$ cat src/rtl/shape_pkg.sv
// rtl/shape_pkg.sv - shared shape geometry, display timing defaults and fetch FSM states
package shape_pkg;

  localparam int SHAPE_WIDTH  = 51;
  localparam int SHAPE_HEIGHT = 60;
  localparam int SHAPE_ADDR_W = 6;
  localparam int ORIENT_W     = 4;

  localparam int DEF_CW       = 11;
  localparam int DEF_V_TOTAL  = 525;
  localparam int DEF_H_ACTIVE = 640;
  localparam int DEF_ROM_LAT  = 1;

  typedef enum logic [1:0] {
    IDLE    = 2'd0,
    ISSUE   = 2'd1,
    WAIT    = 2'd2,
    CAPTURE = 2'd3
  } fetch_state_t;

endpackage

$ cat src/rtl/shape_row_serializer.sv
// rtl/shape_row_serializer.sv - line buffer and per-pixel serialiser for one shape row
// Optional horizontal flip under SHAPE_ROW_RENDER_MIRROR_EN.
module shape_row_serializer
  import shape_pkg::*;
#(
  parameter int WIDTH    = SHAPE_WIDTH,
  parameter int CW       = DEF_CW,
  parameter int H_ACTIVE = DEF_H_ACTIVE
) (
  input  logic             clk,
  input  logic             rst_n,
  input  logic             load,
  input  logic             clear,
  input  logic [WIDTH-1:0] row_data,
  input  logic [CW-1:0]    hcount,
  input  logic [CW-1:0]    pos_x,
`ifdef SHAPE_ROW_RENDER_MIRROR_EN
  input  logic             mirror,
`endif
  output logic             pixel_on
);

  localparam int IW = $clog2(WIDTH);
  localparam int WM1 = WIDTH - 1;
  localparam logic [CW:0]   W_EXT = WIDTH[CW:0];
  localparam logic [IW-1:0] IDX_MAX = WM1[IW-1:0];
  localparam logic [CW-1:0] H_LIM = H_ACTIVE[CW-1:0];

  logic [WIDTH-1:0] row_buf;
  logic [CW:0]      hx;
  logic [CW:0]      x_lo;
  logic [CW:0]      x_hi;
  logic             in_x;
  logic [IW-1:0]    col;
  logic [IW-1:0]    idx;

  always_ff @(posedge clk or negedge rst_n) begin
    if (!rst_n) begin
      row_buf <= '0;
    end else if (clear) begin
      row_buf <= '0;
    end else if (load) begin
      row_buf <= row_data;
    end
  end

  // Extra bit on the span end keeps sprites near the right edge from wrapping.
  always_comb begin
    hx   = {1'b0, hcount};
    x_lo = {1'b0, pos_x};
    x_hi = x_lo + W_EXT;
    in_x = (hx >= x_lo) && (hx < x_hi);
    col  = IW'(hcount - pos_x);
    idx  = IDX_MAX - col;
`ifdef SHAPE_ROW_RENDER_MIRROR_EN
    if (mirror) idx = col;
`endif
  end

  always_ff @(posedge clk or negedge rst_n) begin
    if (!rst_n) begin
      pixel_on <= 1'b0;
    end else begin
      pixel_on <= in_x && (hcount < H_LIM) && row_buf[idx];
    end
  end

endmodule

$ cat src/rtl/shape_row_renderer.sv
// rtl/shape_row_renderer.sv - hblank shape row fetch FSM, frame latch and pixel output
// Optional mirror_x input and horizontal flip under SHAPE_ROW_RENDER_MIRROR_EN.
module shape_row_renderer
  import shape_pkg::*;
#(
  parameter int WIDTH    = SHAPE_WIDTH,
  parameter int HEIGHT   = SHAPE_HEIGHT,
  parameter int CW       = DEF_CW,
  parameter int V_TOTAL  = DEF_V_TOTAL,
  parameter int H_ACTIVE = DEF_H_ACTIVE,
  parameter int ROM_LAT  = DEF_ROM_LAT
) (
  input  logic                    clk,
  input  logic                    rst_n,
  input  logic                    frame_start,
  input  logic                    line_start,
  input  logic [CW-1:0]           hcount,
  input  logic [CW-1:0]           vcount,
  input  logic [CW-1:0]           pos_x,
  input  logic [CW-1:0]           pos_y,
  input  logic [ORIENT_W-1:0]     orientation_in,
  input  logic                    sprite_en,
`ifdef SHAPE_ROW_RENDER_MIRROR_EN
  input  logic                    mirror_x,
`endif
  output logic [ORIENT_W-1:0]     rom_orientation,
  output logic [SHAPE_ADDR_W-1:0] rom_address,
  input  logic [WIDTH-1:0]        rom_data,
  output logic                    pixel_on,
  output logic                    busy,
  output logic                    overrun
);

  localparam int CNT_W  = (ROM_LAT < 2) ? 1 : $clog2(ROM_LAT + 1);
  localparam int V_LAST_I = V_TOTAL - 1;
  localparam logic [CW-1:0]    V_LAST   = V_LAST_I[CW-1:0];
  localparam logic [CW-1:0]    HEIGHT_C = HEIGHT[CW-1:0];
  localparam logic [CNT_W-1:0] LAT_C    = ROM_LAT[CNT_W-1:0];

  logic [CW-1:0]           pos_x_l;
  logic [CW-1:0]           pos_y_l;
  logic [ORIENT_W-1:0]     orient_l;
  logic                    en_l;
`ifdef SHAPE_ROW_RENDER_MIRROR_EN
  logic                    mirror_l;
`endif

  logic [CW-1:0]           pos_y_eff;
  logic                    en_eff;
  logic [CW-1:0]           nl;
  logic [CW:0]             row;
  logic                    in_range;

  fetch_state_t            state_q, state_d;
  logic [CNT_W-1:0]        cnt_q, cnt_d;
  logic [SHAPE_ADDR_W-1:0] fetch_row;
  logic                    buf_load;
  logic                    buf_clear;

  always_ff @(posedge clk or negedge rst_n) begin
    if (!rst_n) begin
      pos_x_l  <= '0;
      pos_y_l  <= '0;
      orient_l <= '0;
      en_l     <= 1'b0;
`ifdef SHAPE_ROW_RENDER_MIRROR_EN
      mirror_l <= 1'b0;
`endif
    end else if (frame_start) begin
      pos_x_l  <= pos_x;
      pos_y_l  <= pos_y;
      orient_l <= orientation_in;
      en_l     <= sprite_en;
`ifdef SHAPE_ROW_RENDER_MIRROR_EN
      mirror_l <= mirror_x;
`endif
    end
  end

  // A fetch launched in the frame_start cycle must already see the new frame's values.
  always_comb begin
    pos_y_eff = frame_start ? pos_y : pos_y_l;
    en_eff    = frame_start ? sprite_en : en_l;
    nl        = (vcount == V_LAST) ? '0 : vcount + 1'b1;
    row       = {1'b0, nl} - {1'b0, pos_y_eff};
    in_range  = en_eff && !row[CW] && (row[CW-1:0] < HEIGHT_C);
  end

  always_ff @(posedge clk or negedge rst_n) begin
    if (!rst_n) begin
      state_q     <= IDLE;
      cnt_q       <= '0;
      fetch_row   <= '0;
      rom_address <= '0;
      overrun     <= 1'b0;
    end else begin
      state_q <= state_d;
      cnt_q   <= cnt_d;
      if (state_q == IDLE && line_start) fetch_row <= row[SHAPE_ADDR_W-1:0];
      if (state_q == ISSUE) rom_address <= fetch_row;
      if (state_q != IDLE && line_start) overrun <= 1'b1;
    end
  end

  always_comb begin
    state_d   = state_q;
    cnt_d     = cnt_q;
    buf_load  = 1'b0;
    buf_clear = 1'b0;
    case (state_q)
      IDLE: begin
        if (line_start) begin
          if (in_range) state_d = ISSUE;
          else          buf_clear = 1'b1;
        end
      end
      ISSUE: begin
        state_d = WAIT;
        cnt_d   = LAT_C;
      end
      WAIT: begin
        cnt_d = cnt_q - 1'b1;
        if (cnt_q <= CNT_W'(1)) state_d = CAPTURE;
      end
      CAPTURE: begin
        buf_load = 1'b1;
        state_d  = IDLE;
      end
      default: state_d = IDLE;
    endcase
  end

  assign busy            = (state_q != IDLE);
  assign rom_orientation = orient_l;

  shape_row_serializer #(
    .WIDTH    (WIDTH),
    .CW       (CW),
    .H_ACTIVE (H_ACTIVE)
  ) u_serializer (
    .clk      (clk),
    .rst_n    (rst_n),
    .load     (buf_load),
    .clear    (buf_clear),
    .row_data (rom_data),
    .hcount   (hcount),
    .pos_x    (pos_x_l),
`ifdef SHAPE_ROW_RENDER_MIRROR_EN
    .mirror   (mirror_l),
`endif
    .pixel_on (pixel_on)
  );

endmodule

$ cat config.mk
export PLATFORM = sky130hd
export DESIGN_NAME = shape_row_renderer
export DESIGN_NICKNAME = d
export VERILOG_FILES = /design/src/rtl/shape_pkg.sv /design/src/rtl/shape_row_serializer.sv /design/src/rtl/shape_row_renderer.sv
export SDC_FILE = /design/constraint.sdc
export NUM_CORES = 1
export LEC_CHECK = 0
export ABC_AREA = 1
export BUFFER_PORTS_ARGS = -buffer_cell sky130_fd_sc_hd__buf_2
export CAP_MARGIN = 20
export CORE_MARGIN = 2
export CORE_UTILIZATION = 28
export DETAILED_ROUTE_END_ITERATION = 8
export GPL_TIMING_DRIVEN = 1
export PLACE_DENSITY_LB_ADDON = 0.2
export SKIP_CTS_REPAIR_TIMING = 1
export SYNTH_ARGS = -nofsm -noshare
export SYNTH_HDL_FRONTEND = slang
export SYNTH_SLANG_ARGS = --single-unit
$ cat constraint.sdc
create_clock -name clk -period 2.4 [get_ports clk]
set_input_delay 0.36 -clock clk [delete_from_list [all_inputs] [get_ports clk]]
set_output_delay 0.36 -clock clk [all_outputs]
set_load 0.005 [all_outputs]
==> results of run 1 <==
## flip-flops by register name, indices dropped and copies added, names as in the netlist
register and count:
pos_y_l 11, pos_x_l 11, rom_address 6, fetch_row 6, rom_orientation 4, u_serializer.row_buf 51
overrun 1, en_l 1, state_q 2, u_serializer.pixel_on 1
## stage by stage
stage	setup TNS [ns]	power, mW	util [%]	area (um^2)
floorplan	-9.41	4.14	-	6400
global placement	-35.93	5.10	36.1	7870
detailed placement	-35.57	5.13	36.1	7870
CTS	-15.87	6.70	37.5	8180
global route	-22.10	7.34	40.5	8830
finish	-12.61	6.81	40.5	8830
## worst max-delay path, cell delays in order
cell and delay (ns):
buf_12 0.09, inv_6 0.03, buf_6 0.10, nor4_4 0.29, nand3_2 0.11, nor2_1 0.10
nand2_1 0.10, o21ai_2 0.16, a21oi_2 0.06, ha_4 0.33, inv_4 0.05, nor3_4 0.18
nand2_1 0.08, a21oi_2 0.10, nor2_1 0.05, nor2_2 0.16, nand3_4 0.12, buf_12 0.17
clkbuf_16 0.17, a21oi_2 0.12
## synth_stat cells (all sizes together)
cell type / instances / share of area [%]
xor2: 14 / 2.0
a21o: 2 / 0.24
mux2: 12 / 2.2
nand3: 40 / 3.5
dfrtp: 94 / 38
nand3b: 3 / 0.36
clkbuf: 18 / 1.1
nor2: 39 / 2.4
nor3: 7 / 0.64
o211ai: 2 / 0.24
nand2: 151 / 9.1
a22oi: 12 / 1.4
clkinv: 2 / 0.12
nand4: 7 / 0.70
inv: 80 / 4.8
fa: 3 / 0.97
or2: 2 / 0.24
ha: 47 / 9.5
a211oi: 1 / 0.12
o21bai: 3 / 0.36
a21oi: 98 / 8.5
o21a: 1 / 0.12
buf: 13 / 1.6
a31oi: 2 / 0.20
xnor2: 2 / 0.28
nor4: 4 / 0.40
o21ai: 35 / 2.8
mux2i: 51 / 8.2
## power breakdown
group          switching (mW)  leakage [nW]  internal (mW)  total (mW)
combinational            1.61          2.85           1.38        2.99
sequential              0.251          1.19           2.04        2.29
clock                   0.697         0.150          0.829        1.53
## worst paths after layout
check | from | end | slack, ns | depth (start not counted)
max in group asynchronous | rst_n | u_serializer.row_buf[20]$_DFFE_PN0P_ | 1.34 | 3
setup reg to reg | pos_y_l[0]$_DFF_PN0_ | u_serializer.row_buf[15]$_DFFE_PN0P_ | -0.21 | 16
min in group asynchronous | rst_n | u_serializer.row_buf[40]$_DFFE_PN0P_ | 0.43 | 2
hold / removal | pos_x[10] | pos_x_l[10]$_DFFE_PN0P_ | 0.21 | 3
hold reg to reg | fetch_row[3]$_DFFE_PN0P_ | fetch_row[3]$_DFFE_PN0P_ | 0.50 | 2
setup / recovery | vcount[1] | u_serializer.row_buf[15]$_DFFE_PN0P_ | -0.27 | 20
## routing by layer
metal  wire length (um)  vias to the layer above  global-route usage [%]
li1                   -                     2892                       -
met2               8830                       99                    24.9
met1               8370                     2625                    19.7
met3                549                        7                    3.01
met5                  0                        -                       0
met4                118                        0                    3.04
## cell type report
class	count	share of cell area, %
well taps	280	3.97
multi-input cells	538	44.4
clock inverters	6	0.864
inverters	82	3.63
repair buffers	214	17.9
flip-flops and latches	94	26.6
clock buffers	10	2.59
## cell families after synthesis
| family | count (synthesis) | share of synthesized area [%] |
|---|---|---|
| AO/OA/AOI/OAI | 156 | 14.1 |
| XOR/XNOR | 16 | 2.25 |
| adder cells (fa/ha/maj) | 50 | 10.4 |
| buffers and inverters | 113 | 7.62 |
| flip-flops | 94 | 37.8 |
| multiplexers | 63 | 10.4 |
| AND/OR/NAND/NOR | 253 | 17.4 |
==> results.toml, run 1 <==
[status]
outcome = "finished with violations"
violations = "negative setup slack"

[global_routing]
grt_max_degree = 52
grt_use_total_pct = 14.8
grt_pass1_vias = 5454
grt_pass1_wl_um = 28000
grt_overflow_total = 0
antenna_found_initial = 0

[timing]
drv_slew = 0
layout_setup_ws_ns = -0.271
whs_ns = 0.207
rsz0062_at_grt = "true"
clock.fmax_ghz = 0.374
fin_skew_ns = 0.00956
relSlewSlack_pct = 55.8
worst_pin_slew_ns = 0.656
report.final.hold_viol_count = 0
period_minus_slack_ns = 2.67
finalSetupViolCount = 53
fin_crit_sh_pct = 111

[finish]
nFillCells = 2226
nNetsFinal = 1093
regArea_um2 = 2350
area_growth_syn_to_layout_pct = 42.0
final_cell_mix = "131 x nand2_1, 112 x buf_2, 94 x dfrtp_1"
num_antenna_cells = 0
stdcell_count = 1224
drive_gt1_share_pct = 39.5
final_common_cell = "nand2_1"
multi_input_area_um2 = 3920

[die]
start_util_pct = 28.5
dieArea_um2 = 23400
die_x_um = 153
coreArea_um2 = 21800
row_count = 54
pin_count = 117
fp.dieH_um = 153

[placed_design]
placed_cells = 1191
preCtsSetupSlack_ns = -0.709
place.gp.congestion = 0.858
portBuffers = 116
hpwl_um = 12800

[yosys]
yosysWarningCount = 0
syn-num-nets = 899
syn_avg_cell_area_um2 = 8.35
yosysSeqAreaShare_pct = 37.8
synthesis.instances = 745
syn_area_um2 = 6220
synth_seq_cells = 94
yosysUniqueCellTypes = 37

[worst_setup_path]
crit_arrival_ns = 2.96
critPathLaunchType = "primary input"
worstPathRequired_ns = 2.69
critPathKind = "primary input to flop"
cp-end-kind = "flop"
cp_max_fo = 9

[clock_network]
cts_sinks = 94
cts-root-buf = "clkbuf_16"
cts_buffer_depth = 2
clock_latency_ns = 0.35
cts_tree = "yes"
cts.clk_slew.worst_paths_ns = 0.08
cts_buffers = 9
htree_levels = 3

[min_path]
hold_class = "primary input to flop"

[power]
p_leak_nw = 4.19
worst_ir_drop_vdd_v = 0.000418
power.density_nw_per_um2 = 771

[flow_run]
maxCapViolCount = 0

[drt]
drc = 0
via_per_inst = 4.59
antenna_left = 0
via_count = 5623
routedWlPerCell_um = 14.6
drt-total-wl_um = 17900
drtPass1Iterations = 4
drt-initial-drc-count = 239
No activity file was read; power rests on OpenSTA's default activity.
==> run 2, diff against run 1 <==
--- a/config.mk
+++ b/config.mk
@@ -14,6 +14,8 @@
 export GPL_TIMING_DRIVEN = 1
 export PLACE_DENSITY_LB_ADDON = 0.2
 export SKIP_CTS_REPAIR_TIMING = 1
+export SLEW_MARGIN = 20
 export SYNTH_ARGS = -nofsm -noshare
 export SYNTH_HDL_FRONTEND = slang
+export SYNTH_HIERARCHICAL = 1
 export SYNTH_SLANG_ARGS = --single-unit
==> constraint.sdc (replaced) <==
create_clock -name clk -period 3 [get_ports clk]
set_input_delay 0.45 -clock clk [delete_from_list [all_inputs] [get_ports clk]]
set_output_delay 0.45 -clock clk [all_outputs]
set_load 0.005 [all_outputs]
==> run 2 against run 1 <==
Against the previous run: the flow still finishes with violations (negative setup slack); register-to-register slack better by 0.35 ns; routed wire length decreased by 0.95%; die area rose by 0.90%; non-clock buffer count decreased by 29; total power is 23% lower; sequential power down 25%; synthesized cell count up 12%; clock power down 23%; sequential share of layout area rose by 1.4 points; critical path depth up 5; cell count up 5.1%; critical endpoint is now u_serializer/row_buf[21]$_DFFE_PN0P_.
==> results.toml, run 2 <==
[drt]
via_count = 5756
drc = 0
drt-total-wl_um = 17700
drtPass1Iterations = 5
via_per_inst = 4.47
drt-initial-drc-count = 247
antenna_left = 0
routedWlPerCell_um = 13.8

[global_routing]
grt_pass1_vias = 5670
grt_overflow_total = 0
grt_pass1_wl_um = 27400
antenna_found_initial = 0
grt_max_degree = 53
grt_use_total_pct = 14.3

[yosys]
synthesis.instances = 837
synth-xor-area-share_pct = 2.09
yosysTopAreaCell = "dfrtp_1"
yosys.area.top_type_share_pct = 37.5
yosysSeqAreaShare_pct = 37.5
yosysWarningCount = 6
synth.mux.area_fraction_pct = 4.13
async_reset_ff_share_pct = 100
synth_edf_count = 0
syn_avg_cell_area_um2 = 7.50
synth_common_cells = "175 x nand2_1, 151 x inv_1, 121 x nand3_1, 94 x dfrtp_1, 54 x o21ai_1"
syn_area_um2 = 6280
synth_seq_cells = 94
synth_area_leaders = "dfrtp_1 37%, nand2_1 10%, nand3_1 9.6%"
yosysMostFrequentCell = "nand2_1"
yosys_most_used_dff = "dfrtp_1"
synth_fa_ha_area_share_pct = 10.3
synth_top_family_by_area = "simple AND/OR/NAND/NOR gates"
syn-num-nets = 991
yosysUniqueCellTypes = 38
synth_compound_area_share_pct = 8.23
yosys.area_share.simple_pct = 25.7

[timing]
layout_setup_ws_ns = -0.0640
clock.fmax_ghz = 0.326
fin_crit_sh_pct = 102
rsz0062_at_grt = "true"
finalSetupViolCount = 47
worst_pin_slew_ns = 0.610
report.final.hold_viol_count = 0
relSlewSlack_pct = 59.3
drv_slew = 0
period_minus_slack_ns = 3.06
fin_skew_ns = 0.0113

[finish]
final_common_cell = "nand2_1"
largest-register = "u_serializer/row_buf"
stdcell_count = 1287
area_growth_syn_to_layout_pct = 33.5
nFillCells = 2341
num_antenna_cells = 0
drive_gt1_share_pct = 31.4
post-route-util_pct = 38.3
final_area_um2 = 8380
final_cell_mix = "168 x nand2_1, 145 x inv_1, 113 x buf_2"
largest_reg_flops = 51
largestRegisters = "u_serializer/row_buf: 51 flops, pos_x_l: 11 flops, pos_y_l: 11 flops"
nNetsFinal = 1156

[clock_network]
cts-root-buf = "clkbuf_16"
htree_levels = 3
cts_buffer_depth = 2
clock_latency_ns = 0.36
cts_tree = "yes"
cts.clk_slew.worst_paths_ns = 0.08
cts_buffers = 9
cts_sinks = 94

[power]
power.total_mw = 5.27
pwr-share-comb_pct = 44.9
clock_power_share_pct = 22.5
p_int_mw = 3.18
power.density_nw_per_um2 = 629
seqPwrFrac_pct = 32.6
p_switching_mw = 2.09
switching_share_pct = 39.7
p_leak_nw = 4.23
worst_ir_drop_vdd_v = 0.000425

[worst_setup_path]
crit_arrival_ns = 3.31
reg2reg_depth = 16
worstPathRequired_ns = 3.24
cp-end-kind = "flop"
critPathLaunchType = "primary input"
cp_max_fo = 6
critPathKind = "primary input to flop"

[die]
start_util_pct = 28.7
pin_count = 117
coreArea_um2 = 21900
row_count = 54
die_x_um = 154
fp.dieH_um = 154
dieArea_um2 = 23600

[status]
violations = "negative setup slack"
outcome = "finished with violations"

[placed_design]
place.gp.congestion = 0.834
placed_cell_area_um2 = 7580
hpwl_um = 12200
preCtsSetupSlack_ns = -0.501
portBuffers = 116
placed_cells = 1258

[min_path]
hold_class = "primary input to asynchronous set/reset pin"

[flow_run]
maxCapViolCount = 0
## run 2: final cells by class
type                            instances  area, um^2  share of cell area, %
Clock inverter                          7        75.1                  0.896
Inverter                              161         618                   7.38
Clock buffer                            9         225                   2.69
Multi-Input combinational cell        551        3480                   41.5
Timing Repair Buffer                  185        1280                   15.3
Sequential cell                        94        2350                   28.1
Tap cell                              280         350                   4.18
## run 2: cells by family (layout without fill, tap and decap cells)
kind of cell,after synthesis,in the layout
AND/OR/NAND/NOR,364,364
AO/OA/AOI/OAI,99,99
flip-flops,94,94
multiplexers,23,23
adder cells (fa/ha/maj),50,50
buffers and inverters,192,362
XOR/XNOR,15,15
## run 2: worst paths after layout
path / slack, ns / to / start
worst max-delay path: -0.06 / u_serializer/row_buf[21]$_DFFE_PN0P_ / vcount[1]
worst min-delay path: 0.1 / rom_address[4]$_DFFE_PN0N_ / rst_n
worst max register to register: 0.14 / u_serializer/row_buf[21]$_DFFE_PN0P_ / pos_y_l[0]$_DFF_PN0_
worst min register to register: 0.49 / fetch_row[0]$_DFFE_PN0P_ / fetch_row[0]$_DFFE_PN0P_
max in group asynchronous: 2.21 / u_serializer/row_buf[8]$_DFFE_PN0P_ / rst_n
min in group clk: 0.31 / rom_orientation[3]$_DFFE_PN0P_ / orientation_in[3]
## run 2: power by group through the flow
stage | logic, mW | clock network (mW) | registers, mW
floorplan | 1.35 | 0 | 1.70
global placement | 1.97 | 0 | 1.74
detailed placement | 1.99 | 0 | 1.74
CTS | 2.00 | 1.24 | 1.72
global route | 2.66 | 1.28 | 1.76
finish | 2.37 | 1.18 | 1.72
## run 2: worst max-delay path, cell delays in order
cell and delay (ns):
buf_8 0.11, inv_6 0.05, ha_4 0.12, nand4_1 0.12, nor4_4 0.36, inv_1 0.09, nand2_1 0.11, ha_4 0.15
fa_2 0.21, inv_2 0.04, buf_4 0.13, nand3_1 0.06, nand3_1 0.11, nand2_1 0.07, nand3_1 0.09, nor2_2 0.13
nor2_2 0.06, nand3_2 0.06, nand2_1 0.06, inv_2 0.08, clkinvlp_4 0.12, buf_12 0.17, clkbuf_16 0.16, nand3_1 0.10
o21ai_2 0.07
## run 2: through the flow
| step | setup TNS (ns) | hold WS, ns |
|---|---|---|
| floorplan | -0.00315 | 0.154 |
| global placement | -21.60 | 0.468 |
| CTS | -4.06 | 0.119 |
| detailed placement | -22.76 | 0.464 |
| finish | -0.957 | 0.0957 |
| global route | -12.95 | 0.152 |
## run 2: layer usage
layer / up-vias / GRT usage, % / wire length, um
met4: 0 / 3.28 / 155
met1: 2660 / 18.4 / 8330
met5: - / 0 / 0
met3: 11 / 2.62 / 688
met2: 99 / 24.9 / 8520
li1: 2986 / - / -
==> run 3, diff against run 2 <==
--- a/config.mk
+++ b/config.mk
@@ -8,12 +8,12 @@
 export ABC_AREA = 1
 export BUFFER_PORTS_ARGS = -buffer_cell sky130_fd_sc_hd__buf_2
 export CAP_MARGIN = 20
+export CORE_ASPECT_RATIO = 0.75
 export CORE_MARGIN = 2
 export CORE_UTILIZATION = 28
 export DETAILED_ROUTE_END_ITERATION = 8
 export GPL_TIMING_DRIVEN = 1
 export PLACE_DENSITY_LB_ADDON = 0.2
-export SKIP_CTS_REPAIR_TIMING = 1
 export SLEW_MARGIN = 20
 export SYNTH_ARGS = -nofsm -noshare
 export SYNTH_HDL_FRONTEND = slang
==> run 3 against run 2 <==
Against the previous run: the run still ends with negative setup slack left; non-clock buffer count is 17 higher; routed wire length up 0.92%; flip-flop and latch count is the same; highest routed layer unchanged.
==> results.toml, run 3 (synthesized netlist as in run 2, its figures left out) <==
[finish]
nNetsFinal = 1173
final_area_um2 = 8820
largestRegisters = "u_serializer/row_buf: 51 flops, pos_x_l: 11 flops, pos_y_l: 11 flops"
num_antenna_cells = 0
drive_gt1_share_pct = 36.7
area_growth_syn_to_layout_pct = 40.5
largest-register = "u_serializer/row_buf"
post-route-util_pct = 40.0
largest_reg_flops = 51
final_common_cell = "nand2_1"
final_cell_mix = "157 x nand2_1, 143 x inv_1, 113 x buf_2"

[die]
fp.dieH_um = 134
start_util_pct = 28.5
row_count = 47
die_x_um = 177
coreArea_um2 = 22100
dieArea_um2 = 23600
pin_count = 117

[drt]
drt-total-wl_um = 17900
routedWlPerCell_um = 13.6
drtPass1Iterations = 4
drt-initial-drc-count = 198
drc = 0
via_count = 5822
via_per_inst = 4.42
antenna_left = 0

[worst_setup_path]
critPathLaunchType = "primary input"
regToRegSetupSlack_ns = 0.13
path_buf_inv = 6
crit_arrival_ns = 3.38
cp_max_fo = 7
crit_path_max_incr_delay_ns = 0.27
critPathKind = "primary input to flop"
cp-end-kind = "flop"
critPathTopFamily = "simple AND/OR/NAND/NOR gates"
worstPathRequired_ns = 3.27
cpMaxStageDelayCell = "ha_4"

[global_routing]
grt_pass1_wl_um = 28600
grt_pass1_vias = 5555
grt_use_total_pct = 15.4
antenna_found_initial = 0
met1_usage_pct = 23.9
gr-max-usage-layer = "met1"
grt_max_degree = 52
grt_overflow_total = 0
grtUsageMet2_pct = 22.3
grtUsageMet3_pct = 2.77

[placed_design]
portBuffers = 116
place.gp.congestion = 0.821
preCtsSetupSlack_ns = -0.568
hpwl_um = 13000
placed_cell_area_um2 = 7650

[timing]
drv_slew = 0
finalSetupViolCount = 50
period_minus_slack_ns = 3.11
whs_ns = 0.0864
layout_setup_ws_ns = -0.107
clock.fmax_ghz = 0.322
worst_pin_slew_ns = 0.590
relSlewSlack_pct = 60.6
report.final.hold_viol_count = 0
fin_crit_sh_pct = 104
fin_skew_ns = 0.00680
rsz0062_at_grt = "true"

[status]
outcome = "finished with violations"
violations = "negative setup slack"

[min_path]
hold_class = "primary input to asynchronous set/reset pin"

[clock_network]
cts-root-buf = "clkbuf_16"
cts.clk_slew.worst_paths_ns = 0.07
cts_hold_buffers = 0
cts_tree = "yes"
htree_levels = 3
cts_buffer_depth = 2
clock_latency_ns = 0.34
cts_sinks = 94
cts_buffers = 9

[power]
p_leak_nw = 4.41
power.total_mw = 5.71
power.density_nw_per_um2 = 648
worst_ir_drop_vdd_v = 0.000300

[flow_run]
maxCapViolCount = 0
run 3: area by class of cell:
class | count | area [um^2]
fillers | 2280 | 13200
well taps | 294 | 368
clock buffers | 11 | 243
clock inverters | 5 | 81.3
inverters | 161 | 622
repair buffers | 202 | 1480
flip-flops and latches | 94 | 2350
multi-input cells | 551 | 3670
run 3: worst register-to-register path, stage by stage, from the launching register on:
cell and delay, ns:
dfrtp_1 0.36, mux2_2 0.30, ha_4 0.18, fa_2 0.36, buf_4 0.14, buf_4 0.12, xnor2_1 0.13, nand3_1 0.12
nor2_2 0.06, nor2_2 0.15, nand3_2 0.11, nand2_2 0.08, inv_2 0.04, or2_4 0.23, buf_12 0.16, buf_8 0.14
o21ai_2 0.14
run 3: worst paths after layout:
path,startpoint,to,cells after the start
min reg2reg,fetch_row[1]$_DFFE_PN0P_,fetch_row[1]$_DFFE_PN0P_,2
max,vcount[0],u_serializer/row_buf[23]$_DFFE_PN0P_,26
max in group asynchronous,rst_n,u_serializer/row_buf[43]$_DFFE_PN0P_,2
min,rst_n,u_serializer/row_buf[45]$_DFFE_PN0P_,1
max reg2reg,pos_y_l[0]$_DFF_PN0_,u_serializer/row_buf[23]$_DFFE_PN0P_,16
min in group clk,orientation_in[0],rom_orientation[0]$_DFFE_PN0P_,2
run 3: report_power, final:
part / switching (mW) / leakage (nW) / internal (mW)
Sequential: 0.163 / 1.19 / 1.56
Combinational: 1.46 / 3.07 / 1.25
Clock: 0.522 / 0.156 / 0.756
run 3: per-layer routing:
layer  share of wire, %  wire [um]
met1                 54       9610
met2                 42       7440
met3                3.8        677
met4               0.71        127
met5                  0          0
run 3: repair_timing:
| item | CTS | global route |
|---|---|---|
| pin swaps | 29 | 36 |
| cloned | 9 | 0 |
| endpoints found under the setup margin | 51 | 53 |
| resized for setup | 89 | 50 |
| endpoints found under the hold margin | 0 | 0 |
| setup buffers | 9 | 4 |
run 3: metrics by stage:
stage                     instances  setup TNS [ns]
after floorplan                 837        -0.00315
after global routing           1318          -12.14
final                          1318           -3.36
after global placement         1281          -25.72
after detailed placement       1281          -27.73
after CTS                      1315           -6.60
